**config.mk**
```make
export PLATFORM = sky130hd
export DESIGN_NAME = fft_cplx_fifo_flat
export DESIGN_NICKNAME = d
export VERILOG_FILES = /design/src/rtl/fft_cplx_fifo_pkg.sv /design/src/rtl/fft_cplx_fifo_if.sv /design/src/rtl/fft_cplx_fifo_ram.sv /design/src/rtl/fft_cplx_fifo.sv /design/src/flat_wrapper.sv
export SDC_FILE = /design/constraint.sdc
export NUM_CORES = 1
export LEC_CHECK = 0
export CAP_MARGIN = 5
export CORE_ASPECT_RATIO = 1.1
export CORE_MARGIN = 1.5
export CORE_UTILIZATION = 59
export DETAILED_ROUTE_END_ITERATION = 7
export PLACE_DENSITY = 0.87
export SYNTH_ARGS = -nofsm -noshare
export SYNTH_HDL_FRONTEND = slang
export SYNTH_HIERARCHICAL = 1
export SYNTH_SLANG_ARGS = --single-unit
export TNS_END_PERCENT = 1
```
**constraint.sdc**
```tcl
create_clock -name clk -period 7.95 [get_ports clk]
set_input_delay 1.59 -clock clk [delete_from_list [all_inputs] [get_ports clk]]
set_output_delay 1.59 -clock clk [all_outputs]
set_load 0.1 [all_outputs]
```
**src/rtl/fft_cplx_fifo_pkg.sv**
```systemverilog
// Shared FFT constants and width helpers.
// Used by the FIFO, its interface and the radix stages.
package fft_cplx_fifo_pkg;

  localparam int FLOAT_LEN_DEF = 32;
  localparam int ADDR_LEN_DEF  = 3;

  // Packed complex word: {re, im}
  function automatic int cplx_w(input int fl);
    return 2 * fl;
  endfunction

  function automatic int clog2(input int v);
    int r;
    int x;
    r = 0;
    x = v - 1;
    for (int i = 0; i < 32; i++) begin
      if (x > 0) begin
        r++;
        x = x >> 1;
      end
    end
    return r;
  endfunction

endpackage

```
**src/rtl/fft_cplx_fifo_if.sv**
```systemverilog
// FIFO bus: flush, write/read requests, data, status flags.
// master drives requests; slave is the FIFO.
interface fft_cplx_fifo_if #(
  parameter int FLOAT_LEN = 32,
  parameter int ADDR_LEN  = 3
);
  import fft_cplx_fifo_pkg::*;

  localparam int DW = cplx_w(FLOAT_LEN);

  logic            clr;
  logic [DW-1:0]   din;
  logic            wr_en;
  logic            rd_en;
  logic [DW-1:0]   dout;
  logic            dout_valid;
  logic            full;
  logic            empty;
  logic            almost_full;
  logic            almost_empty;
  logic [ADDR_LEN:0] count;
  logic            overflow;
  logic            underflow;

  modport master (
    output clr, din, wr_en, rd_en,
    input  dout, dout_valid, full, empty,
    input  almost_full, almost_empty,
    input  count, overflow, underflow
  );

  modport slave (
    input  clr, din, wr_en, rd_en,
    output dout, dout_valid, full, empty,
    output almost_full, almost_empty,
    output count, overflow, underflow
  );

endinterface

```
**src/rtl/fft_cplx_fifo_ram.sv**
```systemverilog
// Simple dual-port DW x 2**AW array, sync write, registered read.
// Ports: clk, rst (async low, output reg only), we/waddr/wdata, re/raddr/rdata.
module fft_cplx_fifo_ram #(
  parameter int DW = 64,
  parameter int AW = 3
) (
  input  logic          clk,
  input  logic          rst,
  input  logic          we,
  input  logic [AW-1:0] waddr,
  input  logic [DW-1:0] wdata,
  input  logic          re,
  input  logic [AW-1:0] raddr,
  output logic [DW-1:0] rdata
);

  logic [DW-1:0] mem [2**AW];

  always_ff @(posedge clk) begin
    if (we) mem[waddr] <= wdata;
  end

  // Read-before-write when both ports hit one address
  always_ff @(posedge clk or negedge rst) begin
    if (!rst)    rdata <= '0;
    else if (re) rdata <= mem[raddr];
  end

endmodule

```
**src/rtl/fft_cplx_fifo.sv**
```systemverilog
// Complex-sample FIFO: pointers, count, almost flags, sticky errors.
// Ports: clk, rst (async low), bus (fft_cplx_fifo_if.slave).
module fft_cplx_fifo
  import fft_cplx_fifo_pkg::*;
#(
  parameter int FLOAT_LEN  = FLOAT_LEN_DEF,
  parameter int ADDR_LEN   = ADDR_LEN_DEF,
  parameter int AFULL_LVL  = 6,
  parameter int AEMPTY_LVL = 1
) (
  input logic           clk,
  input logic           rst,
  fft_cplx_fifo_if.slave bus
);

  localparam int DW    = cplx_w(FLOAT_LEN);
  localparam int DEPTH = 1 << ADDR_LEN;
  localparam int CW    = ADDR_LEN + 1;

  localparam logic [CW-1:0] FULL_C = CW'(DEPTH);
  localparam logic [CW-1:0] AF_C   = CW'(AFULL_LVL);
  localparam logic [CW-1:0] AE_C   = CW'(AEMPTY_LVL);

  if (ADDR_LEN < 1 || ADDR_LEN > 13 ||
      clog2(DEPTH) != ADDR_LEN) begin : g_bad_addr
    $error("fft_cplx_fifo: ADDR_LEN out of range");
  end
  if (AFULL_LVL < 1 || AFULL_LVL > DEPTH) begin : g_bad_af
    $error("fft_cplx_fifo: AFULL_LVL out of range");
  end
  if (AEMPTY_LVL < 0 || AEMPTY_LVL >= DEPTH) begin : g_bad_ae
    $error("fft_cplx_fifo: AEMPTY_LVL out of range");
  end

  logic [CW-1:0] wr_ptr;
  logic [CW-1:0] rd_ptr;
  logic [CW-1:0] wr_ptr_n;
  logic [CW-1:0] rd_ptr_n;
  logic [CW-1:0] cnt;
  logic          full_w;
  logic          empty_w;
  logic          rd_ok;
  logic          wr_ok;
  logic          dv;
  logic          ovf;
  logic          udf;
  logic [DW-1:0] rdata;

  assign full_w  = (cnt == FULL_C);
  assign empty_w = (cnt == '0);

  always_comb begin
    rd_ok    = bus.rd_en & ~empty_w & ~bus.clr;
    wr_ok    = bus.wr_en & (~full_w | rd_ok) & ~bus.clr;
    wr_ptr_n = bus.clr ? '0 : wr_ptr + CW'(wr_ok);
    rd_ptr_n = bus.clr ? '0 : rd_ptr + CW'(rd_ok);
  end

  // Count tracks the wrap-bit pointer distance
  always_ff @(posedge clk or negedge rst) begin
    if (!rst) begin
      wr_ptr <= '0;
      rd_ptr <= '0;
      cnt    <= '0;
      dv     <= 1'b0;
      ovf    <= 1'b0;
      udf    <= 1'b0;
    end else begin
      wr_ptr <= wr_ptr_n;
      rd_ptr <= rd_ptr_n;
      cnt    <= wr_ptr_n - rd_ptr_n;
      dv     <= rd_ok;
      if (bus.clr) begin
        ovf <= 1'b0;
        udf <= 1'b0;
      end else begin
        if (bus.wr_en & full_w & ~rd_ok) ovf <= 1'b1;
        if (bus.rd_en & empty_w)         udf <= 1'b1;
      end
    end
  end

  fft_cplx_fifo_ram #(
    .DW (DW),
    .AW (ADDR_LEN)
  ) u_ram (
    .clk   (clk),
    .rst   (rst),
    .we    (wr_ok),
    .waddr (wr_ptr[ADDR_LEN-1:0]),
    .wdata (bus.din),
    .re    (rd_ok),
    .raddr (rd_ptr[ADDR_LEN-1:0]),
    .rdata (rdata)
  );

  assign bus.dout         = rdata;
  assign bus.dout_valid   = dv;
  assign bus.full         = full_w;
  assign bus.empty        = empty_w;
  assign bus.almost_full  = (cnt >= AF_C);
  assign bus.almost_empty = (cnt <= AE_C);
  assign bus.count        = cnt;
  assign bus.overflow     = ovf;
  assign bus.underflow    = udf;

endmodule
```
**src/flat_wrapper.sv**
```systemverilog
// flat-port wrapper written by rule: the top's interface ports become plain ports
module fft_cplx_fifo_flat import fft_cplx_fifo_pkg::*;
#(
  parameter int FLOAT_LEN  = FLOAT_LEN_DEF,
  parameter int ADDR_LEN   = ADDR_LEN_DEF,
  parameter int AFULL_LVL  = 6,
  parameter int AEMPTY_LVL = 1
)
  (clk, rst, bus_clr, bus_din, bus_wr_en, bus_rd_en, bus_dout, bus_dout_valid, bus_full, bus_empty, bus_almost_full, bus_almost_empty, bus_count, bus_overflow, bus_underflow);
  fft_cplx_fifo_if #(.FLOAT_LEN(FLOAT_LEN), .ADDR_LEN(ADDR_LEN)) bus_i ();
  input logic clk;
  input logic rst;
  input wire logic [$bits(bus_i.clr)-1:0] bus_clr;
  input wire logic [$bits(bus_i.din)-1:0] bus_din;
  input wire logic [$bits(bus_i.wr_en)-1:0] bus_wr_en;
  input wire logic [$bits(bus_i.rd_en)-1:0] bus_rd_en;
  output wire logic [$bits(bus_i.dout)-1:0] bus_dout;
  output wire logic [$bits(bus_i.dout_valid)-1:0] bus_dout_valid;
  output wire logic [$bits(bus_i.full)-1:0] bus_full;
  output wire logic [$bits(bus_i.empty)-1:0] bus_empty;
  output wire logic [$bits(bus_i.almost_full)-1:0] bus_almost_full;
  output wire logic [$bits(bus_i.almost_empty)-1:0] bus_almost_empty;
  output wire logic [$bits(bus_i.count)-1:0] bus_count;
  output wire logic [$bits(bus_i.overflow)-1:0] bus_overflow;
  output wire logic [$bits(bus_i.underflow)-1:0] bus_underflow;
  assign bus_i.clr = bus_clr;
  assign bus_i.din = bus_din;
  assign bus_i.wr_en = bus_wr_en;
  assign bus_i.rd_en = bus_rd_en;
  assign bus_dout = bus_i.dout;
  assign bus_dout_valid = bus_i.dout_valid;
  assign bus_full = bus_i.full;
  assign bus_empty = bus_i.empty;
  assign bus_almost_full = bus_i.almost_full;
  assign bus_almost_empty = bus_i.almost_empty;
  assign bus_count = bus_i.count;
  assign bus_overflow = bus_i.overflow;
  assign bus_underflow = bus_i.underflow;
  fft_cplx_fifo #(.FLOAT_LEN(FLOAT_LEN), .ADDR_LEN(ADDR_LEN), .AFULL_LVL(AFULL_LVL), .AEMPTY_LVL(AEMPTY_LVL)) u_core (.clk(clk), .rst(rst), .bus(bus_i));
endmodule
```
==> metrics.md <==
| Metric | Value |
|---|---|
| Routed wire length | 51.0 mm |
| Final setup viols | 0 |
| CP cell instances | clkdlybuf4s50_1 > inv_1 > a21boi_2 > nor3b_1 > nand2b_1 > nor2_4 > buf_4 |
| Min setup slack post-route | 3.34 ns |
| Max Clock Skew | about 0.02 ns |
| Setup Fix Bufs, Post-CTS | 0 |
| Startpoint class of the critical path | input port |
| Drt wl/cell | approximately 26 um |
| Clock Latency Late Sink | 0.59 ns |
| WHS Path Cells | 2 |
| Worst VDD drop | 0.271 mV |
| Num CTS Buffers | 54 |
| Worst slew pin tran | ~1.2 ns |
| Die height | 210 um |
| Status | finished, final reports clean |
| Most area-hungry cell type in the Yosys netlist | edfxtp_1 |
| Reg clk slew, reported paths | approximately 0.06 ns |
| Most common cell after layout, fill and taps aside | edfxtp_1 |
| Setup WS pre-CTS | 2.82 ns |
| Vias in the first global route | between 10000 and 15000 |
| Crit path capture type | flip-flop |
| Io pins | 144 |
| Post-route non-filler standard cell count | 1993 |
| Mean Syn Cell Area | between 15 and 20 um2 |
| Die Area | 0.0401 mm2 |
| Area after DPL | 0.0248 mm2 |
| GRT Max-Usage Layer | met2 |
| Site Rows | 75 |
| HP Class | reg -> reg |
| Input/output buffers | roughly 140 |
| CTS root buf | clkbuf_16 |
| Share of layout cells above drive strength 1 | under 10% |
| Slew Limit Headroom | ~22% |
| Post-Synthesis Cell Area | 0.0229 mm2 |
| Fillers | around 2300 |
| Via density | 6.37 |
| Final #Nets | ~1500 |
| Final period util | 58.0% |
| MaxCap Viol Count | 0 |
| Netlist cell types | 30 |
| #FFs+latches synth | 591 |
| Post-route ant nets | 0 |
| Detailed Routing Iterations Pass 1 | 6 |
| Met3 usage | 4.23% |
| Clk buf depth | 3 |
| Power density of the placed cells | about 330 mW/mm2 |
| Setup CP Type | in -> reg |
| Global-route wire length before repair | about 77 mm |
| Reg-to-reg setup timing slack | 4.32 ns |
| Share of the synthesized area in the top cell type | 67.0% |
| CTS HTree Levels | 2 |
| Die W | 191 um |
| Worst reg-to-reg path cell count | 5 |
| Final hold violations | 0 |
| Slew Viols, Final | 0 |
| Slowest Stage Delay on Critical Path | 0.98 ns |
| GRT met2 Usage | 42.9% |
| Sequential share of the synthesized area | 75.6% |
| Setup TNS | 0 ns |
| Largest net degree at the start of global routing | 80 |
| Clock tree sinks | 591 |
| RSZ-0062 raised after global routing | no |
| Core area | 0.0383 mm2 |
| Most frequent cells in the layout | 512 x edfxtp_1, 192 x mux2i_1, 142 x clkdlybuf4s50_1 |
| Grt total ovfl | 0 |
| Detailed Place HPWL | 25.7 mm |
| Synthesis-to-layout area growth | 15.4% |
| Lkg Pwr | 9.00 nW |
| Slowest CP cell | nor2_4 |
| Synth warn | 6 |
| Crit Path Max Fanout | 33 |
| Fin area | 0.0265 mm2 |
| Syn_nets | approximately 1400 |
| Required time of the critical path | 8.17 ns |
| Synth Instances | 1312 |
| Overall global routing resource usage | 25.7% |
| CTS tree | done |
| Hold_buf cts | 0 |
| Arrival @ worst endpoint | 4.83 ns |
| Placed insts | 1890 |
| Fmax | 0.217 GHz |
| Starting Density | 59.9% |
| Initial antenna violation count | 4 |
| M1 GR Usage | between 30% and 40% |
| Number of remaining DRC errors | 0 |
| Ranking of synthesized cells by area | edfxtp_1 67%, dfrtp_1 8.6%, mux2i_1 8.4% |
| Min Tclk post-route | 4.61 ns |
| Placer Congestion | 0.775 |
| Vias after detailed routing | between 10000 and 15000 |
| Violation count after the first detailed-routing iteration | between 1000 and 1500 |
| Post-CTS sizing | 0 |
-- cell type report --
class	instances	area, um2	area share, %
Timing Repair Buffer	162	1570	5.94
Sequential cell	591	17400	65.6
Clock buffer	74	1460	5.51
Inverter	8	30.0	0.113
Antenna cell	2	5.00	0.0189
Multi-Input combinational cell	629	5190	19.6
Clock inverter	27	229	0.865
Tap cell	500	626	2.36
-- registers in the layout, indices dropped and copies added, names as in the netlist --
signal	flops
u_core/bus.dout_valid	1
u_core/bus.underflow	1
u_core/wr_ptr	4
u_core/bus.count	4
u_core/u_ram/mem	512
u_core/rd_ptr	4
u_core/u_ram/rdata	64
u_core/bus.overflow	1
-- cells in the mapped netlist --
| library cell | instances |
|---|---|
| nand2b_1 | 4 |
| a41o_1 | 64 |
| ha_1 | 7 |
| a21boi_2 | 1 |
| edfxtp_1 | 512 |
| clkbuf_1 | 39 |
| xor2_1 | 3 |
| a211o_1 | 64 |
| a22oi_1 | 64 |
| xor3_1 | 1 |
| xnor2_1 | 2 |
| nor4b_2 | 1 |
| fa_1 | 1 |
| buf_1 | 4 |
| buf_2 | 17 |
| nor2_1 | 10 |
| nor2b_1 | 130 |
| nor2_2 | 2 |
| nor3_1 | 3 |
| nand3_1 | 66 |
| a21oi_1 | 3 |
| mux2i_1 | 192 |
| buf_6 | 7 |
| nor3b_1 | 2 |
| buf_4 | 17 |
| inv_1 | 8 |
| dfrtp_1 | 79 |
| nor4_1 | 1 |
| nand2_1 | 6 |
| a21o_1 | 2 |
-- worst paths after layout --
path                                      endpoint                  from
max reg2reg                 u_core/u_ram/rdata[60]      u_core/rd_ptr[0]
min reg2reg                   u_core/bus.underflow  u_core/bus.underflow
min in group asynchronous   u_core/u_ram/rdata[26]                   rst
min                           u_core/bus.underflow  u_core/bus.underflow
max in group asynchronous         u_core/rd_ptr[0]                   rst
max                        u_core/u_ram/mem[1][61]               bus_clr
-- critical path, delay by kind of cell --
| family | cells | cell delay, ns |
|---|---|---|
| AOI/OAI and AO/OA | 1 | 0.10 |
| and+or+nand+nor | 3 | 1.73 |
| buffers and inverters | 3 | 1.39 |
-- power breakdown --
group / switching (W) / total, W / leakage, nW / internal [W]
clock: 0.00111 / 0.00249 / 0.816 / 0.00139
sequential: 0.000154 / 0.00374 / 5.62 / 0.00358
combinational: 0.00184 / 0.00253 / 2.56 / 0.000687
total: 0.00310 / 0.00876 / 9.00 / 0.00566
-- kinds of logic (layout without fill, tap and decap cells) --
family	after synthesis	after routing	synth area share (%)
buffers and inverters	92	271	2.10
other	0	2	0
flip-flops	591	591	75.6
AO/OA/AOI/OAI	198	198	7.51
AND/OR/NAND/NOR	225	225	5.63
multiplexers	192	192	8.38
adder cells (fa/ha/maj)	8	8	0.469
XOR/XNOR	6	6	0.294
-- through the flow --
step | util, % | hold slack [ns] | total power [W]
2_1_floorplan | - | 0.511 | 0.00567
3_3_place_gp | 64.7 | 0.497 | 0.00624
3_5_place_dp | 64.7 | 0.486 | 0.00629
4_1_cts | 69.1 | 0.500 | 0.00878
5_1_grt | 69.1 | 0.533 | 0.00899
6_report | 69.1 | 0.497 | 0.00876
-- layer usage --
metal	wire length, um	up-vias
li1	-	5432
met1	19800	6518
met3	3650	112
met2	25900	636
met4	1670	4
met5	31	-
No activity file was read; power rests on OpenSTA's default activity.
